`src/rtl/dmem_dma_arbiter_pkg.sv`:
```
// harvos_dmem_pkg: shared types for the DMEM port arbiter.
// Holds FSM/source enums, the request bundle and DMA window defaults.
package harvos_dmem_pkg;

    typedef enum logic [2:0] {
        IDLE,
        ACCESS,
        WAIT,
        RESP,
        FAULT
    } arb_state_e;

    typedef enum logic {
        SRC_CPU,
        SRC_DMA
    } arb_src_e;

    typedef struct packed {
        logic        we;
        logic [3:0]  be;
        logic [31:0] addr;
        logic [31:0] wdata;
    } dmem_req_t;

    localparam logic [31:0] DMA_LO_DEF = 32'h0000_8000;
    localparam logic [31:0] DMA_HI_DEF = 32'h0001_0000;

endpackage

```
`src/rtl/dmem_dma_arbiter_if.sv`:
```
// dmem_dma_arbiter_if: CPU, DMA and SRAM-side signals of the DMEM arbiter.
// slave = arbiter view, master = requesters/SRAM view.
interface dmem_dma_arbiter_if #(
    parameter int AW = 14
);
    logic          cpu_req;
    logic          cpu_we;
    logic [3:0]    cpu_be;
    logic [31:0]   cpu_addr;
    logic [31:0]   cpu_wdata;
    logic [31:0]   cpu_rdata;
    logic          cpu_done;
    logic          cpu_fault;

    logic          dma_req;
    logic          dma_we;
    logic [3:0]    dma_be;
    logic [31:0]   dma_addr;
    logic [31:0]   dma_wdata;
    logic [31:0]   dma_rdata;
    logic          dma_done;
    logic          dma_fault;

    logic          mem_en;
    logic          mem_we;
    logic [3:0]    mem_be;
    logic [AW-1:0] mem_addr;
    logic [31:0]   mem_wdata;
    logic [31:0]   mem_rdata;

    modport slave (
        input  cpu_req, cpu_we, cpu_be, cpu_addr, cpu_wdata,
        output cpu_rdata, cpu_done, cpu_fault,
        input  dma_req, dma_we, dma_be, dma_addr, dma_wdata,
        output dma_rdata, dma_done, dma_fault,
        output mem_en, mem_we, mem_be, mem_addr, mem_wdata,
        input  mem_rdata
    );

    modport master (
        output cpu_req, cpu_we, cpu_be, cpu_addr, cpu_wdata,
        input  cpu_rdata, cpu_done, cpu_fault,
        output dma_req, dma_we, dma_be, dma_addr, dma_wdata,
        input  dma_rdata, dma_done, dma_fault,
        input  mem_en, mem_we, mem_be, mem_addr, mem_wdata,
        output mem_rdata
    );

endinterface

```
`src/rtl/dmem_dma_arbiter_addr_guard.sv`:
```
// dmem_addr_guard: word-alignment and DMA window check on a byte address.
// Window compare is done in 33 bits so addresses near 2^32 cannot wrap.
module dmem_addr_guard
    import harvos_dmem_pkg::*;
#(
    parameter logic [31:0] DMA_LO = DMA_LO_DEF,
    parameter logic [31:0] DMA_HI = DMA_HI_DEF
) (
    input  logic [31:0] addr,
    input  logic        is_dma,
    output logic        fault
);

    logic [32:0] a33;
    logic        misal;
    logic        out_win;

    assign a33     = {1'b0, addr};
    assign misal   = addr[1:0] != 2'b00;
    assign out_win = (a33 < {1'b0, DMA_LO}) || (a33 >= {1'b0, DMA_HI});
    assign fault   = misal || (is_dma && out_win);

endmodule

```
`src/rtl/dmem_dma_arbiter.sv`:
```
// dmem_dma_arbiter: shares the DMEM SRAM port between the CPU LSU and DMA.
// One access in flight; DMA is forced after STARVE_MAX CPU wins.
module dmem_dma_arbiter
    import harvos_dmem_pkg::*;
#(
    parameter int          MEM_LAT    = 1,
    parameter int          STARVE_MAX = 4,
    parameter logic [31:0] DMA_LO     = DMA_LO_DEF,
    parameter logic [31:0] DMA_HI     = DMA_HI_DEF,
    parameter int          AW         = 14
) (
    input logic               clk,
    input logic               rst,
    dmem_dma_arbiter_if.slave bus
);

    arb_state_e state;
    arb_src_e   src;
    logic [3:0] starve_cnt;
    logic [2:0] lat_cnt;

    dmem_req_t  cpu_r;
    dmem_req_t  dma_r;
    dmem_req_t  sel;
    logic       any_req;
    logic       grant_dma;
    logic       bad;

    assign cpu_r     = {bus.cpu_we, bus.cpu_be, bus.cpu_addr, bus.cpu_wdata};
    assign dma_r     = {bus.dma_we, bus.dma_be, bus.dma_addr, bus.dma_wdata};
    assign any_req   = bus.cpu_req || bus.dma_req;
    assign grant_dma = bus.dma_req &&
                       (!bus.cpu_req || starve_cnt == 4'(STARVE_MAX));
    assign sel       = grant_dma ? dma_r : cpu_r;

    dmem_addr_guard #(
        .DMA_LO (DMA_LO),
        .DMA_HI (DMA_HI)
    ) u_guard (
        .addr   (sel.addr),
        .is_dma (grant_dma),
        .fault  (bad)
    );

    always_ff @(posedge clk) begin
        if (rst) begin
            state         <= IDLE;
            src           <= SRC_CPU;
            starve_cnt    <= '0;
            lat_cnt       <= '0;
            bus.cpu_rdata <= '0;
            bus.cpu_done  <= 1'b0;
            bus.cpu_fault <= 1'b0;
            bus.dma_rdata <= '0;
            bus.dma_done  <= 1'b0;
            bus.dma_fault <= 1'b0;
            bus.mem_en    <= 1'b0;
            bus.mem_we    <= 1'b0;
            bus.mem_be    <= '0;
            bus.mem_addr  <= '0;
            bus.mem_wdata <= '0;
        end else begin
            if (!bus.dma_req) starve_cnt <= '0;
            unique case (state)
                IDLE: begin
                    if (any_req) begin
                        src <= grant_dma ? SRC_DMA : SRC_CPU;
                        if (grant_dma || !bus.dma_req)
                            starve_cnt <= '0;
                        else if (starve_cnt != 4'(STARVE_MAX))
                            starve_cnt <= starve_cnt + 4'd1;
                        if (bad) begin
                            state         <= FAULT;
                            bus.cpu_done  <= !grant_dma;
                            bus.cpu_fault <= !grant_dma;
                            bus.dma_done  <= grant_dma;
                            bus.dma_fault <= grant_dma;
                        end else begin
                            state         <= ACCESS;
                            bus.mem_en    <= 1'b1;
                            bus.mem_we    <= sel.we;
                            bus.mem_be    <= sel.be;
                            bus.mem_addr  <= sel.addr[AW+1:2];
                            bus.mem_wdata <= sel.wdata;
                        end
                    end
                end
                ACCESS: begin
                    state         <= WAIT;
                    lat_cnt       <= 3'(MEM_LAT - 1);
                    bus.mem_en    <= 1'b0;
                    bus.mem_we    <= 1'b0;
                    bus.mem_be    <= '0;
                    bus.mem_addr  <= '0;
                    bus.mem_wdata <= '0;
                end
                WAIT: begin
                    if (lat_cnt == 3'd0) begin
                        state <= RESP;
                        if (src == SRC_DMA) begin
                            bus.dma_done  <= 1'b1;
                            bus.dma_rdata <= bus.mem_rdata;
                        end else begin
                            bus.cpu_done  <= 1'b1;
                            bus.cpu_rdata <= bus.mem_rdata;
                        end
                    end else begin
                        lat_cnt <= lat_cnt - 3'd1;
                    end
                end
                RESP, FAULT: begin
                    state         <= IDLE;
                    bus.cpu_rdata <= '0;
                    bus.cpu_done  <= 1'b0;
                    bus.cpu_fault <= 1'b0;
                    bus.dma_rdata <= '0;
                    bus.dma_done  <= 1'b0;
                    bus.dma_fault <= 1'b0;
                end
                default: state <= IDLE;
            endcase
        end
    end

endmodule

```
`src/flat_wrapper.sv`:
```
// flat-port wrapper written by rule: the top's interface ports become plain ports
module dmem_dma_arbiter_flat import harvos_dmem_pkg::*;
#(
    parameter int          MEM_LAT    = 1,
    parameter int          STARVE_MAX = 4,
    parameter logic [31:0] DMA_LO     = DMA_LO_DEF,
    parameter logic [31:0] DMA_HI     = DMA_HI_DEF,
    parameter int          AW         = 14
)
  (clk, rst, bus_cpu_req, bus_cpu_we, bus_cpu_be, bus_cpu_addr, bus_cpu_wdata, bus_cpu_rdata, bus_cpu_done, bus_cpu_fault, bus_dma_req, bus_dma_we, bus_dma_be, bus_dma_addr, bus_dma_wdata, bus_dma_rdata, bus_dma_done, bus_dma_fault, bus_mem_en, bus_mem_we, bus_mem_be, bus_mem_addr, bus_mem_wdata, bus_mem_rdata);
  dmem_dma_arbiter_if #(.AW(AW)) bus_i ();
  input logic clk;
  input logic rst;
  input wire logic [$bits(bus_i.cpu_req)-1:0] bus_cpu_req;
  input wire logic [$bits(bus_i.cpu_we)-1:0] bus_cpu_we;
  input wire logic [$bits(bus_i.cpu_be)-1:0] bus_cpu_be;
  input wire logic [$bits(bus_i.cpu_addr)-1:0] bus_cpu_addr;
  input wire logic [$bits(bus_i.cpu_wdata)-1:0] bus_cpu_wdata;
  output wire logic [$bits(bus_i.cpu_rdata)-1:0] bus_cpu_rdata;
  output wire logic [$bits(bus_i.cpu_done)-1:0] bus_cpu_done;
  output wire logic [$bits(bus_i.cpu_fault)-1:0] bus_cpu_fault;
  input wire logic [$bits(bus_i.dma_req)-1:0] bus_dma_req;
  input wire logic [$bits(bus_i.dma_we)-1:0] bus_dma_we;
  input wire logic [$bits(bus_i.dma_be)-1:0] bus_dma_be;
  input wire logic [$bits(bus_i.dma_addr)-1:0] bus_dma_addr;
  input wire logic [$bits(bus_i.dma_wdata)-1:0] bus_dma_wdata;
  output wire logic [$bits(bus_i.dma_rdata)-1:0] bus_dma_rdata;
  output wire logic [$bits(bus_i.dma_done)-1:0] bus_dma_done;
  output wire logic [$bits(bus_i.dma_fault)-1:0] bus_dma_fault;
  output wire logic [$bits(bus_i.mem_en)-1:0] bus_mem_en;
  output wire logic [$bits(bus_i.mem_we)-1:0] bus_mem_we;
  output wire logic [$bits(bus_i.mem_be)-1:0] bus_mem_be;
  output wire logic [$bits(bus_i.mem_addr)-1:0] bus_mem_addr;
  output wire logic [$bits(bus_i.mem_wdata)-1:0] bus_mem_wdata;
  input wire logic [$bits(bus_i.mem_rdata)-1:0] bus_mem_rdata;
  assign bus_i.cpu_req = bus_cpu_req;
  assign bus_i.cpu_we = bus_cpu_we;
  assign bus_i.cpu_be = bus_cpu_be;
  assign bus_i.cpu_addr = bus_cpu_addr;
  assign bus_i.cpu_wdata = bus_cpu_wdata;
  assign bus_cpu_rdata = bus_i.cpu_rdata;
  assign bus_cpu_done = bus_i.cpu_done;
  assign bus_cpu_fault = bus_i.cpu_fault;
  assign bus_i.dma_req = bus_dma_req;
  assign bus_i.dma_we = bus_dma_we;
  assign bus_i.dma_be = bus_dma_be;
  assign bus_i.dma_addr = bus_dma_addr;
  assign bus_i.dma_wdata = bus_dma_wdata;
  assign bus_dma_rdata = bus_i.dma_rdata;
  assign bus_dma_done = bus_i.dma_done;
  assign bus_dma_fault = bus_i.dma_fault;
  assign bus_mem_en = bus_i.mem_en;
  assign bus_mem_we = bus_i.mem_we;
  assign bus_mem_be = bus_i.mem_be;
  assign bus_mem_addr = bus_i.mem_addr;
  assign bus_mem_wdata = bus_i.mem_wdata;
  assign bus_i.mem_rdata = bus_mem_rdata;
  dmem_dma_arbiter #(.MEM_LAT(MEM_LAT), .STARVE_MAX(STARVE_MAX), .DMA_LO(DMA_LO), .DMA_HI(DMA_HI), .AW(AW)) u_core (.clk(clk), .rst(rst), .bus(bus_i));
endmodule
```
`config.mk`:
```
export PLATFORM = sky130hd
export DESIGN_NAME = dmem_dma_arbiter_flat
export DESIGN_NICKNAME = d
export VERILOG_FILES = /design/src/rtl/dmem_dma_arbiter_pkg.sv /design/src/rtl/dmem_dma_arbiter_if.sv /design/src/rtl/dmem_dma_arbiter_addr_guard.sv /design/src/rtl/dmem_dma_arbiter.sv /design/src/flat_wrapper.sv
export SDC_FILE = /design/constraint.sdc
export NUM_CORES = 1
export LEC_CHECK = 0
export BUFFER_PORTS_ARGS = -buffer_cell sky130_fd_sc_hd__buf_2
export CORE_AREA = 2 2 115 117
export CTS_CLUSTER_DIAMETER = 80
export CTS_CLUSTER_SIZE = 25
export DETAILED_ROUTE_END_ITERATION = 6
export DIE_AREA = 0 0 117 119
export PLACE_DENSITY_LB_ADDON = 0.1
export SLEW_MARGIN = 40
export SYNTH_ARGS = -nofsm -noshare
export SYNTH_HDL_FRONTEND = slang
export SYNTH_SLANG_ARGS = --single-unit
```
`constraint.sdc`:
```
create_clock -name clk -period 4.6 [get_ports clk]
set_input_delay 0.23 -clock clk [delete_from_list [all_inputs] [get_ports clk]]
set_output_delay 0.23 -clock clk [all_outputs]
set_load 0.03 [all_outputs]
```
==> results of run 1 <==
## placed cells by master, fill, tap and decap left out, types with 2 or more instances in the layout
cell type,synthesis,final
a211oi_2,2,2
a21oi_1,73,73
a22oi_1,3,3
and2_1,3,3
buf_2,24,277
buf_4,1,6
clkbuf_16,0,17
clkbuf_8,0,3
clkinv_2,0,4
clkinv_4,0,2
clkinvlp_4,0,4
dfxtp_1,131,131
ha_1,4,4
inv_1,8,8
mux2i_1,51,51
nand2_1,80,80
nand2b_1,4,4
nand3_1,69,69
nor2_1,11,11
nor2b_1,2,2
nor3_1,6,6
nor4_2,3,3
o21a_1,5,3
o21ai_0,4,4
o21ai_2,0,2
o22ai_1,2,2
o2bb2ai_1,4,4
o2bb2ai_2,47,47
o31a_1,2,2
## stage by stage
stage | instances | hold slack, ns | total power, mW
after floorplan | 589 | 0.382 | 1.73
after global placement | 1001 | 0.434 | 1.92
final | 1034 | 0.0793 | 3.19
after global routing | 1034 | 0.0612 | 3.33
after detailed placement | 1002 | 0.435 | 1.94
after CTS | 1034 | 0.0602 | 3.22
## metal layers
| metal | part of all wire [%] | up-vias | global-route usage [%] |
|---|---|---|---|
| li1 | - | 2638 | - |
| met1 | 42 | 2452 | 25.9 |
| met2 | 50 | 204 | 36.5 |
| met3 | 6.5 | 24 | 6.41 |
| met4 | 2.0 | 0 | 8.38 |
| met5 | 0 | - | 0 |
## sequential cells by signal (all words and copies together) (netlist names)
signal                flops
u_core.bus.mem_en         1
u_core.bus.cpu_rdata     32
u_core.src                1
u_core.bus.dma_done       1
u_core.bus.mem_be         4
u_core.starve_cnt         4
u_core.bus.cpu_done       1
u_core.bus.mem_wdata     32
u_core.bus.dma_rdata     32
u_core.bus.dma_fault      1
u_core.bus.cpu_fault      1
u_core.state              3
u_core.lat_cnt            3
u_core.bus.mem_addr      14
u_core.bus.mem_we         1
## critical path, delay by kind of cell (launching register included)
family	cells	cell delay, ns
DFF	1	0.41
AOI/OAI and AO/OA	4	0.96
and+or+nand+nor	1	0.22
adders and majority gates	1	0.24
buffers and inverters	2	0.70
## power groups by stage
stage | Combinational, mW | Clock [mW] | Sequential (mW)
after global routing | 0.697 | 1.36 | 1.27
after global placement | 0.635 | 0 | 1.28
after floorplan | 0.298 | 0 | 1.43
final | 0.646 | 1.28 | 1.26
after CTS | 0.651 | 1.31 | 1.26
after detailed placement | 0.649 | 0 | 1.29
## kinds of logic (layout without fill, tap and decap cells)
| family | after synthesis | count (layout) | share of synthesized area, % |
|---|---|---|---|
| buffers and inverters | 56 | 325 | 4.87 |
| DFF | 131 | 131 | 45.3 |
| muxes | 51 | 51 | 8.82 |
| and+or+nand+nor | 190 | 190 | 16.1 |
| xor gates and xnor gates | 1 | 1 | 0.151 |
| AOI/OAI and AO/OA | 156 | 156 | 23.9 |
| adders and majority gates | 4 | 4 | 0.865 |
## worst paths after layout
kind / depth (start not counted) / end / slack (ns) / startpoint
worst min-delay path: 3 / u_core.bus.cpu_rdata[3] / 0.08 / bus_mem_rdata[3]
worst max register to register: 8 / u_core.bus.mem_addr[1] / 1.97 / u_core.starve_cnt[0]
worst min register to register: 2 / u_core.bus.mem_en / 0.45 / u_core.bus.mem_en
worst max-delay path: 8 / u_core.bus.mem_addr[1] / 1.97 / u_core.starve_cnt[0]
## layout make-up
type | instances | area (µm²) | share of cell area [%]
inverter | 9 | 33.8 | 0.433
tap | 176 | 220 | 2.82
multi-input combinational | 402 | 2900 | 37.2
clock buffer | 20 | 467 | 5.98
clock inverter | 12 | 106 | 1.36
timing repair buffer | 284 | 1450 | 18.6
sequential | 131 | 2620 | 33.6
==> results by group, run 1 <==
Timing
  – Slew @ Worst Pin: between 0.7 and 0.8 ns
  – Final setup viols: 0
  – Final Hold Viols: 0
  – Setup TNS: 0 ns
  – Worst clock skew: about 0.0066 ns
  – Worst setup margin: between 1.5 and 2 ns
  – Max Slew Vio Count: 0
  – Slew Limit Headroom: 51.2%
  – RSZ-0062 raised after global routing: false
  – Tmin final: approximately 2.6 ns
  – Period utilization: approximately 57%
  – Fmax: 380 MHz

Drt
  – Vias: about 5300
  – # DRC: 0
  – Total Wirelength: about 15000 µm
  – First-pass DRT Iterations: 4
  – Drt initial violations: between 200 and 300
  – Avg WL per Cell: between 10 and 15 µm
  – Vias/cell: slightly above 5
  – Remaining antenna violation count after routing: 0

Yosys
  – Ys async rst share: 0%
  – EDFF count, synth: 0
  – Average cell area after synthesis: approximately 9.8 µm²
  – Area contributors post-synth: dfxtp_1 (45%), o2bb2ai_2 (12%), mux2i_1 (8.8%), a21oi_1 (6.3%), nand3_1 (6.0%)
  – Top_reg_cell synth: dfxtp_1
  – Synth area leader: dfxtp_1
  – Synthesized area: 5790 µm²
  – Cell with the most instances after synthesis: dfxtp_1
  – Register area share after synthesis: 45.3%
  – Syn_nets: 767
  – Post-synthesis register bit count: between 100 and 150
  – Post-synth top cells: dfxtp_1 (131), nand2_1 (80), a21oi_1 (73), nand3_1 (69), mux2i_1 (51)
  – Share of the synthesized area in the top cell type: between 40% and 50%
  – Syn. warnings: 0
  – Yosys cell types: about 50
  – Mapped Cells: roughly 600

Floorplanning
  – Initial Util: between 40% and 50%
  – Site row count: 42
  – IO Pins: 294
  – Core area: roughly 13000 µm²
  – Die H: 119 µm
  – Die X: around 120 µm
  – Die footprint: roughly 14000 µm²

Power
  – Part of the power in registers: approximately 40%
  – Combinational Power Share: a little over 20%
  – Power Density: about 410 nW/µm²
  – LEAKAGE: ~3.5 nW
  – NetSw: ~0.97 mW
  – Worst IR Drop VDD: roughly 0.22 mV
  – Clock power share: between 40% and 50%
  – P_int: approximately 2.2 mW
  – Sw frac: approximately 30%

Placement
  – Quantity of I/O buffers inserted on ports: 277
  – Placed wire-length estimate: 10900 µm
  – Placed Area: 7230 µm²
  – Final Wtd Congestion: ~0.80
  – Setup Slack @ Placement: roughly 2.0 ns

Finish
  – Area delta synth->final: 34.9%
  – Final Cell Area: approximately 7800 µm²
  – Nets: between 1000 and 1500
  – Fill cell count: around 1100
  – Antenna Cells: 0
  – Layout cells sized above 1: 44.8%
  – Final core utilization: about three fifths

Clock network
  – Htree depth: 4
  – Root Buffer: clkbuf_16
  – Clock sink total: ~130
  – # hold bufs at CTS: 0
  – Inserted Clock Buffers: 17
  – Clock latency on the worst-skew pair: approximately 0.41 ns
  – Worst-path clk slew: around 0.06 ns
  – PostCTS Resize Cnt: 0
  – Max Buffers Root-to-Sink: 2
  – Setup bufs post-CTS: 0
  – TritonCTS clock tree: built

Setup path
  – CP peak stage delay: 0.62 ns
  – Setup crit end kind: register
  – Worst path cell trace: inv_1 > ha_1 > and3b_1 > o211ai_2 > o21ai_4 > o22ai_4 > buf_4 > o2bb2ai_1
  – Slowest CP cell: buf_4
  – Worst endpoint required time: between 4 and 5 ns
  – Setup crit start kind: register
  – Critical path arrival: 2.97 ns
  – Crit Path Class: reg2reg
  – CP max FO: 39

Global routing
  – Largest net degree at the start of global routing: 70
  – Vias in the first global route: a little under 5000
  – GR Overflow Total: 0
  – Total GRT Usage: 21.7%
  – First-pass GRT wire length: 24100 µm
  – Antenna violations before repair: 0

Job
  – Maxcap violations: 0

Run status
  – Status: completed

Min path
  – Min-delay worst type: in2reg
Power figures use the tool's default switching activity.
==> inputs of run 2 (changes only) <==
- CORE_AREA: 2 2 115 117 -> not set
- CORE_MARGIN: not set -> 2
- CORE_UTILIZATION: not set -> 46
- DIE_AREA: 0 0 117 119 -> not set
- clock period: 4.6 -> 2.7 ns (I/O delays scaled with it)
==> results by group, run 2 (synthesis gave the netlist of run 1 again) <==
Setup path
  – Setup crit start kind: register
  – Worst r2r src: u_core.starve_cnt[0]
  – Setup crit end: u_core.bus.mem_wdata[1]
  – Setup crit end kind: register
  – Capturing point of the worst reg2reg path: u_core.bus.mem_wdata[1]
  – Crit Path Class: reg2reg
  – Critical path arrival: roughly 2.8 ns
  – Worst endpoint required time: about 3.0 ns
  – CP max FO: 46
  – R2R setup slack: around 0.22 ns
  – Worst r2r path cells: 8
  – Crit path from: u_core.starve_cnt[0]

Drt
  – Drt initial violations: ~310
  – First-pass DRT Iterations: 4
  – Remaining antenna violation count after routing: 0
  – Total Wirelength: ~18000 µm
  – Vias: roughly 5700
  – Avg WL per Cell: roughly 16 µm
  – Vias/cell: between 5 and 6
  – # DRC: 0

Clock network
  – Worst-path clk slew: about 0.06 ns
  – PostCTS Resize Cnt: 0
  – Setup bufs post-CTS: 0
  – Inserted Clock Buffers: 17
  – # hold bufs at CTS: between 70 and 80
  – Root Buffer: clkbuf_16
  – Htree depth: 4
  – TritonCTS clock tree: built
  – Max Buffers Root-to-Sink: 2
  – Clock latency on the worst-skew pair: approximately 0.42 ns
  – Clock sink total: about 130

Global routing
  – Vias in the first global route: about 5700
  – GR Overflow Total: 0
  – Antenna violations before repair: 0
  – First-pass GRT wire length: between 20000 and 30000 µm
  – Total GRT Usage: roughly a quarter
  – Largest net degree at the start of global routing: 65

Finish
  – Layout cells sized above 1: 41.1%
  – Nets: roughly 1100
  – Area delta synth->final: 50.1%
  – Most common library cell in the layout ignoring fill and taps: buf_2
  – Most frequent cells in the layout: buf_2 (277), dfxtp_1 (131), nand2_1 (80)
  – Final core utilization: between 70% and 80%
  – Top flop regs: u_core.bus.cpu_rdata (32), u_core.bus.dma_rdata (32), u_core.bus.mem_wdata (32)
  – Final Cell Area: approximately 8700 µm²
  – Fin cells: ~1100

Floorplanning
  – Initial Util: a little under half
  – Die X: roughly 120 µm
  – Die H: ~120 µm
  – Die footprint: roughly 13000 µm²
  – IO Pins: 294
  – Core area: 12200 µm²
  – Site row count: 40

Timing
  – Period utilization: between 90% and 100%
  – Fmax: ~400 MHz
  – RSZ-0062 raised after global routing: false
  – Final Hold Viols: 0
  – Slew @ Worst Pin: approximately 0.66 ns
  – Slew Limit Headroom: 55.9%
  – Worst setup margin: between 0.2 and 0.25 ns
  – WHS: 0.00246 ns
  – Worst clock skew: 0.0121 ns
  – Setup TNS: 0 ns
  – Final setup viols: 0
  – Tmin final: around 2.5 ns
  – Max Slew Vio Count: 0

Power
  – Worst IR Drop VDD: between 0.3 and 0.4 mV
  – Total power: 5.71 mW
  – Power Density: approximately 660 nW/µm²
  – LEAKAGE: 3.84 nW

Placement
  – Final Wtd Congestion: 0.785
  – Setup Slack @ Placement: a little over 0.5 ns
  – Quantity of I/O buffers inserted on ports: between 200 and 300
  – Dpl cells: 999
  – Placed Area: roughly 7300 µm²
  – Placed wire-length estimate: approximately 11000 µm

Job
  – Maxcap violations: 0

Min path
  – Min-delay worst type: in2reg

Run status
  – Status: completed
[run 2: cell types whose count changed in the layout (fill, tap and decap cells not counted), moves of 2 or more]
cell	previous run	this run
clkinv_2	4	0
dlygate4sd3_1	0	79
buf_4	6	8
buf_12	1	4
[run 2: critical path: stages (launching register included)]
cell	delay, ns
dfxtp_1	0.34
inv_1	0.08
ha_1	0.21
nand4b_2	0.15
nand2_2	0.28
buf_12	0.32
mux2i_1	0.23
dlygate4sd3_1	0.62
o2bb2ai_2	0.06
[run 2: per-layer routing]
layer / vias up / GRT usage (%) / routed length, µm
li1: 2813 / - / -
met1: 2685 / 27.9 / 6920
met2: 206 / 47.3 / 9060
met3: 40 / 6.23 / 1110
met4: 0 / 12.1 / 459
met5: - / 0 / 0
[run 2: report_power, final]
group	switching [mW]	internal, mW
logic	0.767	0.474
clock network	0.857	1.46
registers	0.0845	2.07
[run 2: cell type report]
class | count | area (µm²)
Fill cell | 891 | 3480
Multi-Input combinational cell | 402 | 2890
Tap cell | 168 | 210
Inverter | 9 | 33.8
Timing Repair Buffer | 368 | 2320
Clock buffer | 22 | 484
Sequential cell | 131 | 2620
Antenna cell | 1 | 2.50
Clock inverter | 10 | 124
[run 2: worst min-delay path by stage]
stage                            from                        to  slack, ns  cells after the start
floorplan            bus_mem_rdata[0]   u_core.bus.cpu_rdata[0]       0.29                      2
global placement    bus_mem_rdata[16]  u_core.bus.cpu_rdata[16]       0.40                      3
detailed placement  bus_cpu_wdata[14]  u_core.bus.mem_wdata[14]       0.41                      3
CTS                  bus_cpu_wdata[3]   u_core.bus.mem_wdata[3]     0.0001                      3
global route         bus_cpu_wdata[9]   u_core.bus.mem_wdata[9]      0.006                      3
finish              bus_cpu_wdata[27]  u_core.bus.mem_wdata[27]      0.002                      3
==> inputs of run 3 (changes only) <==
- CORE_UTILIZATION: 46 -> 47
- CTS_BUF_LIST: not set -> sky130_fd_sc_hd__clkbuf_8
==> results by group, run 3 (synthesis gave the netlist of run 1 again) <==
Setup path
  – Delay-heaviest family, CP: buffers and inverters
  – Crit Path Class: reg2reg
  – Capturing point of the worst reg2reg path: u_core.bus.mem_wdata[3]
  – Worst endpoint required time: slightly above 3 ns
  – CP max FO: 33
  – Buffers and inverters on the worst path: 3
  – Worst r2r src: u_core.starve_cnt[0]
  – Worst path cell trace: inv_1 > ha_1 > nand4b_2 > nand2_8 > buf_12 > mux2i_1 > dlygate4sd3_1 > o2bb2ai_2
  – Slowest CP cell: dlygate4sd3_1
  – CP peak stage delay: 0.63 ns
  – R2R setup slack: 0.14 ns
  – Setup crit start kind: register
  – Crit path from: u_core.starve_cnt[0]
  – Critical path arrival: roughly 2.9 ns
  – Worst r2r path cells: 8
  – Setup crit end kind: register

Global routing
  – Vias in the first global route: roughly 5900
  – First-pass GRT wire length: between 20000 and 30000 µm
  – Total GRT Usage: between 20% and 30%
  – Largest net degree at the start of global routing: between 70 and 80
  – Antenna violations before repair: 1
  – GR Overflow Total: 0

Finish
  – Fill cell count: 831
  – Area delta synth->final: 55.4%
  – Nets: 1156
  – Most common library cell in the layout ignoring fill and taps: buf_2
  – Most frequent cells in the layout: buf_2 (277), dlygate4sd3_1 (131), dfxtp_1 (131)
  – Final Cell Area: between 8000 and 9000 µm²
  – Top flop regs: u_core.bus.cpu_rdata (32), u_core.bus.dma_rdata (32), u_core.bus.mem_wdata (32)
  – Layout cells sized above 1: between 30% and 40%
  – Final core utilization: 74.9%

Timing
  – Tmin final: 2.56 ns
  – Slew @ Worst Pin: between 0.7 and 0.8 ns
  – Period utilization: between 90% and 100%
  – Final Hold Viols: 0
  – Fmax: roughly 390 MHz
  – Max Slew Vio Count: 0
  – Setup TNS: 0 ns
  – Final setup viols: 0
  – RSZ-0062 raised after global routing: false
  – Slew Limit Headroom: 50.7%
  – Worst clock skew: about 0.014 ns

Drt
  – Remaining antenna violation count after routing: 0
  – First-pass DRT Iterations: 5
  – Total Wirelength: 18700 µm
  – Avg WL per Cell: 16.4 µm
  – Drt initial violations: ~360
  – Vias/cell: between 5 and 6
  – Vias: between 6000 and 7000
  – # DRC: 0

Clock network
  – Inserted Clock Buffers: 17
  – Max Buffers Root-to-Sink: 2
  – Clock latency on the worst-skew pair: 0.44 ns
  – Clock sink total: 131
  – Htree depth: 4
  – TritonCTS clock tree: built
  – Worst-path clk slew: 0.08 ns
  – Root Buffer: clkbuf_8

Power
  – Power Density: slightly below 600 nW/µm²
  – NetSw: 1.73 mW
  – Sw frac: about a third
  – Part of the power in registers: between 40% and 50%
  – LEAKAGE: roughly 4 nW
  – P_int: 3.54 mW
  – Clock power share: roughly 34%
  – Combinational Power Share: about 25%
  – Worst IR Drop VDD: between 0.3 and 0.4 mV

Floorplanning
  – Die H: ~110 µm
  – Site row count: 40
  – Initial Util: approximately half
  – Die X: approximately 110 µm
  – IO Pins: approximately 290
  – Die footprint: about 13000 µm²
  – Core area: 12000 µm²

Placement
  – Placed Area: a little over 7000 µm²
  – Placed wire-length estimate: about 11000 µm
  – Final Wtd Congestion: 0.793
  – Quantity of I/O buffers inserted on ports: 277

Job
  – Maxcap violations: 0

Min path
  – Min-delay worst type: in2reg
  – Cell depth of the worst hold path: 2
  – Hold Crit Start: rst
  – Hold endpoint: u_core.starve_cnt[3]

Run status
  – Status: completed
## run 3: worst max path at each step
stage	to	depth (start not counted)	slack, ns
3_3_place_gp	u_core.bus.cpu_done	7	0.72
6_report	u_core.bus.mem_wdata[3]	8	0.14
5_1_grt	u_core.bus.mem_wdata[3]	8	0.05
3_5_place_dp	u_core.bus.cpu_done	7	0.67
4_1_cts	u_core.bus.mem_wdata[17]	8	0.20
2_1_floorplan	u_core.bus.mem_addr[0]	8	0.92
## run 3: repair_timing
action                                  CTS  global route
hold buffers                            128             3
resized for setup                         0             1
buffers inserted                          0             0
endpoints found under the setup margin    0             3
hold endpoints to repair                113             2
## run 3: stage by stage
stage                     power [mW]  hold slack, ns  std cells  worst slack, ns
after global placement          3.29           0.403        975            0.720
after detailed placement        3.31           0.408        975            0.669
after CTS                       5.26        0.000557       1135            0.196
final                           5.27          0.0351       1140            0.143
after global routing            5.48          0.0169       1139           0.0460
after floorplan                 2.94           0.287        589            0.920
## run 3: layer usage
metal / vias to the layer above / wire length (µm) / track usage, %
li1: 2911 / - / -
met1: 2853 / 7220 / 29.4
met2: 272 / 9460 / 47.3
met3: 66 / 1200 / 7.91
met4: 0 / 822 / 16.0
met5: - / 0 / 0
## run 3: power by group through the flow
| stage | logic, mW | registers [mW] | clock network, mW |
|---|---|---|---|
| 3_3_place_gp | 1.10 | 2.19 | 0 |
| 6_report | 1.32 | 2.16 | 1.79 |
| 3_5_place_dp | 1.12 | 2.19 | 0 |
| 2_1_floorplan | 0.508 | 2.44 | 0 |
| 5_1_grt | 1.41 | 2.17 | 1.90 |
| 4_1_cts | 1.29 | 2.15 | 1.82 |
## run 3: layout make-up
type                       count  area [µm²]  area share [%]
multi-input combinational    402        2900            32.3
timing repair buffer         417        2820            31.3
sequential                   131        2620            29.2
clock buffer                  17         234            2.60
clock inverter                15         194            2.16
tap                          147         184            2.05
inverter                       9        33.8           0.376
antenna                        2        5.00          0.0557
